--- src/rtl/piradip_capture_pkg.sv ---
// Shared types for the sample capture sequencer: capture state encoding and
// timestamp width.
package piradip_capture_pkg;

    typedef enum logic [2:0] {
        IDLE,
        PRETRIG,
        WAIT_TRIG,
        POST,
        DONE
    } capture_state_t;

    localparam int TIMESTAMP_WIDTH = 48;

    // States in which the buffer is enabled and samples are being tracked.
    function automatic logic is_busy(input capture_state_t s);
        return (s == PRETRIG) || (s == WAIT_TRIG) || (s == POST);
    endfunction

endpackage

--- src/rtl/piradip_wrap_counter.sv ---
// Loadable address counter that wraps from end_i back to start_i, mirroring
// the sample buffer's circular write pointer.
module piradip_wrap_counter #(
    parameter int WIDTH = 12
) (
    input  logic             clk_in,
    input  logic             rst_in,
    input  logic             load_i,
    input  logic [WIDTH-1:0] load_value_i,
    input  logic             inc_i,
    input  logic [WIDTH-1:0] start_i,
    input  logic [WIDTH-1:0] end_i,
    output logic [WIDTH-1:0] value_o,
    output logic [WIDTH-1:0] next_o
);

    logic [WIDTH-1:0] value_q;

    assign value_o = value_q;
    assign next_o  = (value_q == end_i) ? start_i : value_q + WIDTH'(1);

    // NOTE: sequential state uses non-blocking assignments so every register
    // samples the pre-edge values of its neighbours.
    always_ff @(posedge clk_in) begin
        if (rst_in) begin
            value_q <= '0;
        end else if (load_i) begin
            value_q <= load_value_i;
        end else if (inc_i) begin
            value_q <= next_o;
        end
    end

endmodule

--- src/rtl/piradip_sample_capture_ctrl.sv ---
// Trigger/capture sequencer for the stream sample buffer. Optional macro
// PIRADIP_CAPTURE_TIMESTAMP_EN adds a 48-bit cycle timestamp of the trigger.
module piradip_sample_capture_ctrl
    import piradip_capture_pkg::*;
#(
    parameter int ADDR_WIDTH = 12,
    parameter int CNT_WIDTH  = ADDR_WIDTH + 1
) (
    input  logic                       clk_in,
    input  logic                       rst_in,
    input  logic                       arm,
    input  logic                       abort,
    input  logic                       trigger,
    input  logic                       sample_accept,
    input  logic [ADDR_WIDTH-1:0]      cfg_start,
    input  logic [ADDR_WIDTH-1:0]      cfg_end,
    input  logic [CNT_WIDTH-1:0]       cfg_pre,
    input  logic [CNT_WIDTH-1:0]       cfg_post,
    output logic                       stream_update,
    output logic                       stream_active,
    output logic                       stream_one_shot,
    output logic [ADDR_WIDTH-1:0]      stream_start_offset,
    output logic [ADDR_WIDTH-1:0]      stream_end_offset,
    output logic                       busy,
    output logic                       done,
    output logic                       cfg_error,
    output logic [ADDR_WIDTH-1:0]      trigger_addr,
    output logic [TIMESTAMP_WIDTH-1:0] trigger_timestamp
);

    capture_state_t        state_q, state_d;
    logic [ADDR_WIDTH-1:0] start_q, start_d;
    logic [ADDR_WIDTH-1:0] end_q, end_d;
    logic [CNT_WIDTH-1:0]  pre_q, pre_d;
    logic [CNT_WIDTH-1:0]  post_q, post_d;
    logic [CNT_WIDTH-1:0]  pre_cnt_q, pre_cnt_d;
    logic [CNT_WIDTH-1:0]  post_cnt_q, post_cnt_d;
    logic [ADDR_WIDTH-1:0] trigger_addr_q, trigger_addr_d;
    logic                  done_q, done_d;
    logic                  cfg_error_q, cfg_error_d;
    logic                  upd_q, upd_d;
    logic                  act_q, act_d;
    logic                  trig_q;

    logic                  trig_edge;
    logic                  stop_pulse;
    logic                  cfg_valid;
    logic [CNT_WIDTH-1:0]  depth;
    logic [CNT_WIDTH:0]    need;
    logic                  mirror_load;
    logic                  mirror_inc;
    logic [ADDR_WIDTH-1:0] mirror_value;
    logic [ADDR_WIDTH-1:0] mirror_next;

    assign trig_edge = trigger & ~trig_q;
    assign depth     = CNT_WIDTH'(cfg_end) - CNT_WIDTH'(cfg_start) + CNT_WIDTH'(1);
    assign need      = {1'b0, cfg_pre} + {1'b0, cfg_post};
    assign cfg_valid = (cfg_end >= cfg_start) && (need <= {1'b0, depth});
    assign mirror_inc = sample_accept && is_busy(state_q);

    piradip_wrap_counter #(
        .WIDTH(ADDR_WIDTH)
    ) u_mirror (
        .clk_in       (clk_in),
        .rst_in       (rst_in),
        .load_i       (mirror_load),
        .load_value_i (cfg_start),
        .inc_i        (mirror_inc),
        .start_i      (start_q),
        .end_i        (end_q),
        .value_o      (mirror_value),
        .next_o       (mirror_next)
    );

    // NOTE: every signal written here gets a default first, so no path can
    // leave a value unassigned and infer a latch.
    always_comb begin
        state_d        = state_q;
        start_d        = start_q;
        end_d          = end_q;
        pre_d          = pre_q;
        post_d         = post_q;
        pre_cnt_d      = pre_cnt_q;
        post_cnt_d     = post_cnt_q;
        trigger_addr_d = trigger_addr_q;
        done_d         = done_q;
        cfg_error_d    = cfg_error_q;
        upd_d          = 1'b0;
        act_d          = 1'b0;
        stop_pulse     = 1'b0;
        mirror_load    = 1'b0;

        if (abort && is_busy(state_q)) begin
            state_d = IDLE;
            upd_d   = 1'b1;
        end else if (arm && !abort && (state_q == IDLE || state_q == DONE)) begin
            done_d = 1'b0;
            if (!cfg_valid) begin
                cfg_error_d = 1'b1;
                state_d     = IDLE;
            end else begin
                start_d     = cfg_start;
                end_d       = cfg_end;
                pre_d       = cfg_pre;
                post_d      = cfg_post;
                cfg_error_d = 1'b0;
                mirror_load = 1'b1;
                pre_cnt_d   = '0;
                upd_d       = 1'b1;
                act_d       = 1'b1;
                state_d     = (cfg_pre == '0) ? WAIT_TRIG : PRETRIG;
            end
        end else begin
            unique case (state_q)
                PRETRIG: begin
                    if (sample_accept && pre_cnt_q != pre_q) begin
                        pre_cnt_d = pre_cnt_q + CNT_WIDTH'(1);
                    end
                    if (pre_cnt_d == pre_q) begin
                        state_d = WAIT_TRIG;
                    end
                end
                WAIT_TRIG: begin
                    if (trig_edge) begin
                        // A sample written in the trigger cycle still counts as pre-trigger.
                        trigger_addr_d = sample_accept ? mirror_next : mirror_value;
                        post_cnt_d     = '0;
                        if (post_q == '0) begin
                            state_d = DONE;
                            done_d  = 1'b1;
                            upd_d   = 1'b1;
                        end else begin
                            state_d = POST;
                        end
                    end
                end
                POST: begin
                    if (sample_accept) begin
                        post_cnt_d = post_cnt_q + CNT_WIDTH'(1);
                        if (post_cnt_q == post_q - CNT_WIDTH'(1)) begin
                            stop_pulse = 1'b1;
                            state_d    = DONE;
                            done_d     = 1'b1;
                        end
                    end
                end
                default: ;
            endcase
        end
    end

    always_ff @(posedge clk_in) begin
        if (rst_in) begin
            state_q        <= IDLE;
            start_q        <= '0;
            end_q          <= '0;
            pre_q          <= '0;
            post_q         <= '0;
            pre_cnt_q      <= '0;
            post_cnt_q     <= '0;
            trigger_addr_q <= '0;
            done_q         <= 1'b0;
            cfg_error_q    <= 1'b0;
            upd_q          <= 1'b0;
            act_q          <= 1'b0;
            trig_q         <= 1'b0;
        end else begin
            state_q        <= state_d;
            start_q        <= start_d;
            end_q          <= end_d;
            pre_q          <= pre_d;
            post_q         <= post_d;
            pre_cnt_q      <= pre_cnt_d;
            post_cnt_q     <= post_cnt_d;
            trigger_addr_q <= trigger_addr_d;
            done_q         <= done_d;
            cfg_error_q    <= cfg_error_d;
            upd_q          <= upd_d;
            act_q          <= act_d;
            trig_q         <= trigger;
        end
    end

    // The stop pulse is Mealy so the buffer drops tready right after the last post sample.
    assign stream_update       = upd_q | stop_pulse;
    assign stream_active       = act_q & ~stop_pulse;
    assign stream_one_shot     = 1'b0;
    assign stream_start_offset = start_q;
    assign stream_end_offset   = end_q;
    assign busy                = is_busy(state_q);
    assign done                = done_q;
    assign cfg_error           = cfg_error_q;
    assign trigger_addr        = trigger_addr_q;

`ifdef PIRADIP_CAPTURE_TIMESTAMP_EN
    logic [TIMESTAMP_WIDTH-1:0] ts_cnt_q;
    logic [TIMESTAMP_WIDTH-1:0] trigger_ts_q;
    logic                       fire;

    assign fire = (state_q == WAIT_TRIG) && trig_edge && !abort;

    always_ff @(posedge clk_in) begin
        if (rst_in) begin
            ts_cnt_q     <= '0;
            trigger_ts_q <= '0;
        end else begin
            ts_cnt_q <= ts_cnt_q + TIMESTAMP_WIDTH'(1);
            if (fire) begin
                trigger_ts_q <= ts_cnt_q;
            end
        end
    end

    assign trigger_timestamp = trigger_ts_q;
`else
    assign trigger_timestamp = '0;
`endif

endmodule

--- config.mk ---
export PLATFORM = sky130hd
export DESIGN_NAME = piradip_sample_capture_ctrl
export DESIGN_NICKNAME = d
export VERILOG_FILES = /design/src/rtl/piradip_capture_pkg.sv /design/src/rtl/piradip_wrap_counter.sv /design/src/rtl/piradip_sample_capture_ctrl.sv
export SDC_FILE = /design/constraint.sdc
export NUM_CORES = 1
export LEC_CHECK = 0
export BUFFER_PORTS_ARGS = -buffer_cell sky130_fd_sc_hd__buf_2
export CAP_MARGIN = 20
export CORE_ASPECT_RATIO = 2
export CORE_MARGIN = 4
export CORE_UTILIZATION = 55
export DETAILED_ROUTE_END_ITERATION = 10
export GPL_TIMING_DRIVEN = 0
export PLACE_DENSITY = 0.78
export RECOVER_POWER = 100
export SLEW_MARGIN = 5
export SYNTH_ARGS = -nofsm -noshare
export SYNTH_HDL_FRONTEND = slang
export SYNTH_SLANG_ARGS = --single-unit
--- constraint.sdc ---
create_clock -name clk_in -period 5.8 [get_ports clk_in]
set_input_delay 1.16 -clock clk_in [delete_from_list [all_inputs] [get_ports clk_in]]
set_output_delay 1.16 -clock clk_in [all_outputs]
set_load 0.02 [all_outputs]
After elaboration in Yosys (flattened, before gate mapping)
Cells that the tools add are included. W data, S select, Z words.

Bits in registers: 108. Bits in latches: 0. RAM bits: 0. Bits in read-only memories: 0. Output and inout port bits: 90. Logic and storage cells: 115. Memories kept: 0.

Add/subtract/negate cells: 7. Multiply operators: 0. Div/mod/pow operators: 0. Magnitude comparators: 2. Equal/unequal tests: 16. Shift-type cells: 0. Muxes and demuxes: 43. Bitwise gates (word level): 7. Reductions and logical operators: 26.

Operator list (number): $mux W13 (9); $mux W12 (4); $add A13 B1 Y13 const B (3); $eq A13 B13 Y1 (2); $logic_not A13 Y1 (2); $pmux W13 S2 (1); $mux W1 (19); $mux W3 (6); $add A13 B13 Y14 (1); $le A14 B13 Y1 (1); $ne A13 B13 Y1 (1); $sub A12 B12 Y13 (1); $sub A13 B1 Y13 const B (1); $add A12 B1 Y12 const B (1); $eq A12 B12 Y1 (1); $ge A12 B12 Y1 (1); $reduce_and A5 Y1 (2); $ne A3 B3 Y1 const B (3); $pmux W3 S3 (1); $eq A3 B2 Y1 const B (2); $logic_and A1 B1 Y1 (6); $ne A2 B2 Y1 const B (3); $reduce_and A3 Y1 (2); $reduce_and A6 Y1 (1); other kinds (18) (27).

Depth between registers and ports, before layout
Depth after elaboration: 10. Mapped depth: 25. Mapped depth without buffers: 23.

By module
Synthesis repeated with hierarchy kept, for this count alone.

Cells, all modules: 952. Area total of the unflattened synthesis: 8121.5 sq um.

By module, submodules not included: piradip_sample_capture_ctrl (times used 1, cells each 838, area each 7020.5 sq um, seq. area each 1921.8 sq um); piradip_wrap_counter (times used 1, cells each 114, area each 1101.1 sq um, seq. area each 240.2 sq um).

Worst setup path before layout
Ideal clock, no wire load.

Path kind: input -> register. Start point: input port cfg_start[1]. End point: register end_q[5] (netlist: stream_end_offset[5]). Library setup time: 0.128 ns. Arrival: 5.127 ns. Data required time: 5.672 ns. Path slack: 0.546 ns. Stages on the path: 24. Cells stage by stage: inv_1 ha_1 inv_1 ha_1 inv_1 fa_1 o21ai_0 a21oi_1 o21bai_1 a21oi_1 o21bai_1 a21o_1 nor4_1 a311oi_1 ha_1 a21o_1 a21o_1 a211oi_1 a211oi_1 or4_1 clkbuf_1 clkbuf_1 a21oi_1 nor2_1.

Longest elaborated chain between the ends: 5. Elaborated cells between the ends (all ways): 6. Classes of those cells: add/sub: 2; order compare: 2; reduce/logical: 2.

Ends and longest elaborated chain: from (decl) (line piradip_sample_capture_ctrl.sv:15) `input logic [ADDR_WIDTH-1:0] cfg_start,`; $sub A12 B12 Y13 (line piradip_sample_capture_ctrl.sv:56) `assign depth = CNT_WIDTH'(cfg_end) - CNT_WIDTH'(cfg_start) + CNT_WIDTH'(1);`; $add A13 B1 Y13 (line piradip_sample_capture_ctrl.sv:56); $le A14 B13 Y1 (line piradip_sample_capture_ctrl.sv:58) `assign cfg_valid = (cfg_end >= cfg_start) && (need <= {1'b0, depth});`; $logic_and A1 B1 Y1 (*) (line piradip_sample_capture_ctrl.sv:58); $reduce_and A3 Y1 (no source line) (*); to (signal assigned) (line piradip_sample_capture_ctrl.sv:170) `end_q <= end_d;`; to (decl) (line piradip_sample_capture_ctrl.sv:33) `logic [ADDR_WIDTH-1:0] end_q, end_d;`.

Every way passes the cells marked *; elsewhere a longest branch is shown, timed or not. A chain may end at the register's enable or synchronous reset.

Worst setup path after layout
Start point: input port cfg_start[1]. End point: register end_q[1] (netlist: stream_end_offset[1]).

Same word-level chain as after synthesis.

==> metrics.md <==
| Metric | Value |
|---|---|
| Register area share after synthesis | `27.9%` |
| VDD IR-drop max | `272 uV` |
| Fin. max-slew vios | `0` |
| FILL cells | `1,313` |
| DRT Pass-1 Iters | `8` |
| GRT Overall Usage | `28.2%` |
| Max stage delay cell, worst path | `or4_4` |
| # diodes | `0` |
| H-tree Lvls | `3` |
| Initial antenna violation count | `0` |
| Crit path cell chain | `buf_2 -> inv_1 -> ha_1 -> inv_1 -> ha_1 -> inv_1 -> fa_1 -> o21ai_0 -> a21oi_1 -> o21bai_1 -> a21oi_1 -> o21bai_1 -> a21o_1 -> nor4_1 -> a311oi_1 -> ha_1 -> a21o_1 -> a21o_1 -> a211oi_1 -> a211oi_1 -> or4_4 -> buf_2 -> a21oi_1 -> nor2_1` |
| Arr. time, crit path | `5.69 ns` |
| Final Util | `64.1%` |
| Synthesized area per cell | `7.98 sq um` |
| Clock sink total | `108` |
| Skew final | `0.0151 ns` |
| Fraction of layout cells with a size suffix above 1 | `13.0%` |
| IO Port Bufs | `95` |
| Global-route wire length before repair | `36.1 mm` |
| Worst Setup End Kind | `register` |
| Worst-Margin Slew | `1.09 ns` |
| CTS Buffer Depth | `2` |
| Gp weighted congestion | `0.983` |
| Antenna-violating nets left | `0` |
| Fin crit share | `94.4%` |
| Power density over the cells | `315 nW/um^2` |
| Row count | `61` |
| Minimum clock period | `5.47 ns` |
| Io pins | `146` |
| Leak Pwr | `3.85 nW` |
| EDFF count, synth | `0` |
| Die ar. | `16,100 sq um` |
| Delay-heaviest family, CP | `compound AO/OA/AOI/OAI gates` |
| Vias | `7,447` |
| Nets | `1,241` |
| Critical path peak fanout | `10` |
| Ys Warns | `0` |
| Die height | `176 microns` |
| CTS Buf Count | `9` |
| Die Wd | `91.9 microns` |
| WL final | `22.7 mm` |
| Vias in the first global route | `7,326` |
| Final hold violations | `0` |
| Max-Cap Viols | `0` |
| Relative slew slack | `26.4%` |
| Primary FF master, synth | `dfxtp_1` |
| Worst path bufs/invs | `5` |
| Worst setup SP type | `input port` |
| DRC viols | `1` |
| Largest net degree at the start of global routing | `23` |
| Root buffer cell | `clkbuf_16` |
| Starting DRC count in detailed routing | `425` |
| Minimum hold slack | `0.482 ns` |
| Status | `finished, violations left` |
| Max incr delay on CP | `0.65 ns` |
| Hold crit path type | `register to register` |
| Post-Place Worst Slack | `-0.357 ns` |
| Synth unique cells | `66` |
| Clk slew on worst S/H paths | `0.08 ns` |
| Mapped cell area | `7740 sq um` |
| Failing checks | `DRC` |
| Endpoints failing setup | `0` |
| Final worst slack | `0.326 ns` |
| Remaining global-route overflow | `0` |
| Flip-flop and latch count after synthesis | `108` |
| Worst Path Class, Setup | `input port to register` |
| Fmax | `183 MHz` |
| Mean number of vias per cell | `5.65` |
| Core Area | `13,900 sq um` |
| Wire per inst | `17.2 microns` |
| Critical Path RT | `6.02 ns` |
| Starting Density | `55.7%` |
| Unrepaired setup endpoints after global routing | `no` |
| Area Growth Syn to Fin | `15.1%` |
| Syn Inst Count | `969` |
| CTS tree | `yes` |
| Hpwl dp | `18.5 mm` |
| Pwr Total | `2.80 mW` |
| Clock Latency Late Sink | `0.35 ns` |
| Synth async-reset ratio | `0%` |
-- worst reg2reg max path, stage by stage, from the launching register on --
cell and delay [ns]:
dfxtp_1 0.30, clkbuf_1 0.20, inv_1 0.12, ha_1 0.16
clkbuf_1 0.31, nand4_1 0.24, xor2_1 0.20, o21ai_0 0.14
o21ai_0 0.15, nor4_1 0.95, nand2_1 0.23, a211o_1 0.37
a2111oi_2 0.34
-- synth_stat cells (3+ instances only) --
library cell,count,area [sq um]
nor2_1,149,559
dfxtp_1,108,2160
nand2_1,79,297
a21oi_1,72,360
ha_1,54,676
buf_4,49,368
xnor2_1,46,403
inv_1,45,169
mux2i_1,45,450
xor2_1,37,324
clkbuf_1,31,116
o21ai_0,21,105
nand3_1,18,90.1
a211oi_1,17,128
nor3_1,15,75.1
nor4_1,15,93.8
nand4_1,14,87.6
and3_1,11,68.8
a21o_1,10,75.1
a311oi_1,10,87.6
nand2b_1,10,62.6
a31oi_1,9,56.3
nor2b_1,9,56.3
and2_1,7,43.8
fa_1,7,140
or3_1,7,43.8
buf_2,5,25.0
mux2_2,5,56.3
nor4b_1,4,35.0
o21bai_1,4,30.0
a22oi_1,3,22.5
and4_1,3,26.3
nor4_2,3,37.5
o211ai_1,3,22.5
o31ai_1,3,22.5
or2_2,3,18.8
-- registers in the layout (all words and copies together) (netlist names) --
| name | flops |
|---|---|
| trigger_addr | 12 |
| pre_q | 13 |
| state_q | 3 |
| pre_cnt_q | 13 |
| stream_end_offset | 12 |
| u_mirror.value_o | 12 |
| trig_q | 1 |
| cfg_error | 1 |
| stream_start_offset | 12 |
| post_cnt_q | 13 |
| done | 1 |
| post_q | 13 |
| act_q | 1 |
| upd_q | 1 |
-- cell families after synthesis --
logic type               share of synthesized area [%]
other                                           0.0485
AO/OA/AOI/OAI                                     15.0
multiplexers                                      6.55
flip-flops                                        27.9
AND/OR/NAND/NOR                                   21.5
adder cells (fa/ha/maj)                           10.5
XOR/XNOR                                          9.40
buffers and inverters                             9.01
-- cell usage in the layout, fill, tap and decap left out, drive strengths merged, types with 9 or more instances in the layout --
cell type,Yosys,layout
a211oi,17,17
o21ai,23,23
nor3,15,15
a31oi,9,9
nand3,18,18
nand2b,10,10
nand2,79,79
mux2i,45,45
nor2,149,149
a311oi,10,10
a21oi,72,72
inv,45,49
nor2b,9,9
clkbuf,31,83
ha,54,54
xnor2,46,46
dfxtp,108,108
nor4,18,18
a21o,10,10
and3,11,11
nand4,14,14
xor2,37,37
buf,57,110
conb,1,49
-- per-stage QoR --
step | cell area (sq um) | cells | TNS (ns)
6_report | 8910 | 1318 | 0
5_1_grt | 8910 | 1318 | 0
3_5_place_dp | 8640 | 1302 | -15.99
3_3_place_gp | 8630 | 1301 | -12.24
4_1_cts | 8960 | 1318 | 0
2_1_floorplan | 7920 | 1017 | 0
-- report_power, final --
group	internal, mW	switching [mW]	total (mW)
clock network	0.313	0.328	0.640
registers	0.805	0.0905	0.895
logic	0.477	0.791	1.27
-- per-layer routing --
metal,up-vias,share of wire (%),routed length [microns],track usage (%)
li1,3588,-,-,-
met1,3434,34,7760,27.9
met2,323,52,11900,52.1
met3,102,4.6,1050,3.34
met4,0,8.6,1960,21.5
met5,-,0,0,0
-- path summary, 6_finish.rpt --
kind / from / endpoint / slack [ns] / depth (start not counted)
setup / recovery: cfg_start[1] / stream_end_offset[1] / 0.33 / 24
hold / removal: stream_start_offset[7] / stream_start_offset[7] / 0.48 / 2
setup reg to reg: post_q[0] / done / 2.00 / 12
hold reg to reg: stream_start_offset[7] / stream_start_offset[7] / 0.48 / 2
-- final cells by class --
| type | instances | area (sq um) | share of cell area (%) |
|---|---|---|---|
| sequential | 108 | 2160 | 24.3 |
| inverter | 45 | 169 | 1.90 |
| clock inverter | 7 | 88.8 | 0.997 |
| multi-input combinational | 776 | 5060 | 56.9 |
| buffer | 87 | 531 | 5.96 |
| tap | 189 | 236 | 2.65 |
| timing repair buffer | 97 | 432 | 4.85 |
| clock buffer | 9 | 225 | 2.53 |
-- timing repair --
| action | 4_1_cts | 5_1_grt |
|---|---|---|
| buffers inserted | 0 | 0 |
| endpoints found under the hold margin | 0 | 0 |
| endpoints found under the setup margin | 1 | 74 |
| hold buffers | 0 | 0 |
| pin swaps | 0 | 1 |
| gates resized for setup | 1 | 14 |
No activity file was read; power rests on OpenSTA's default activity.
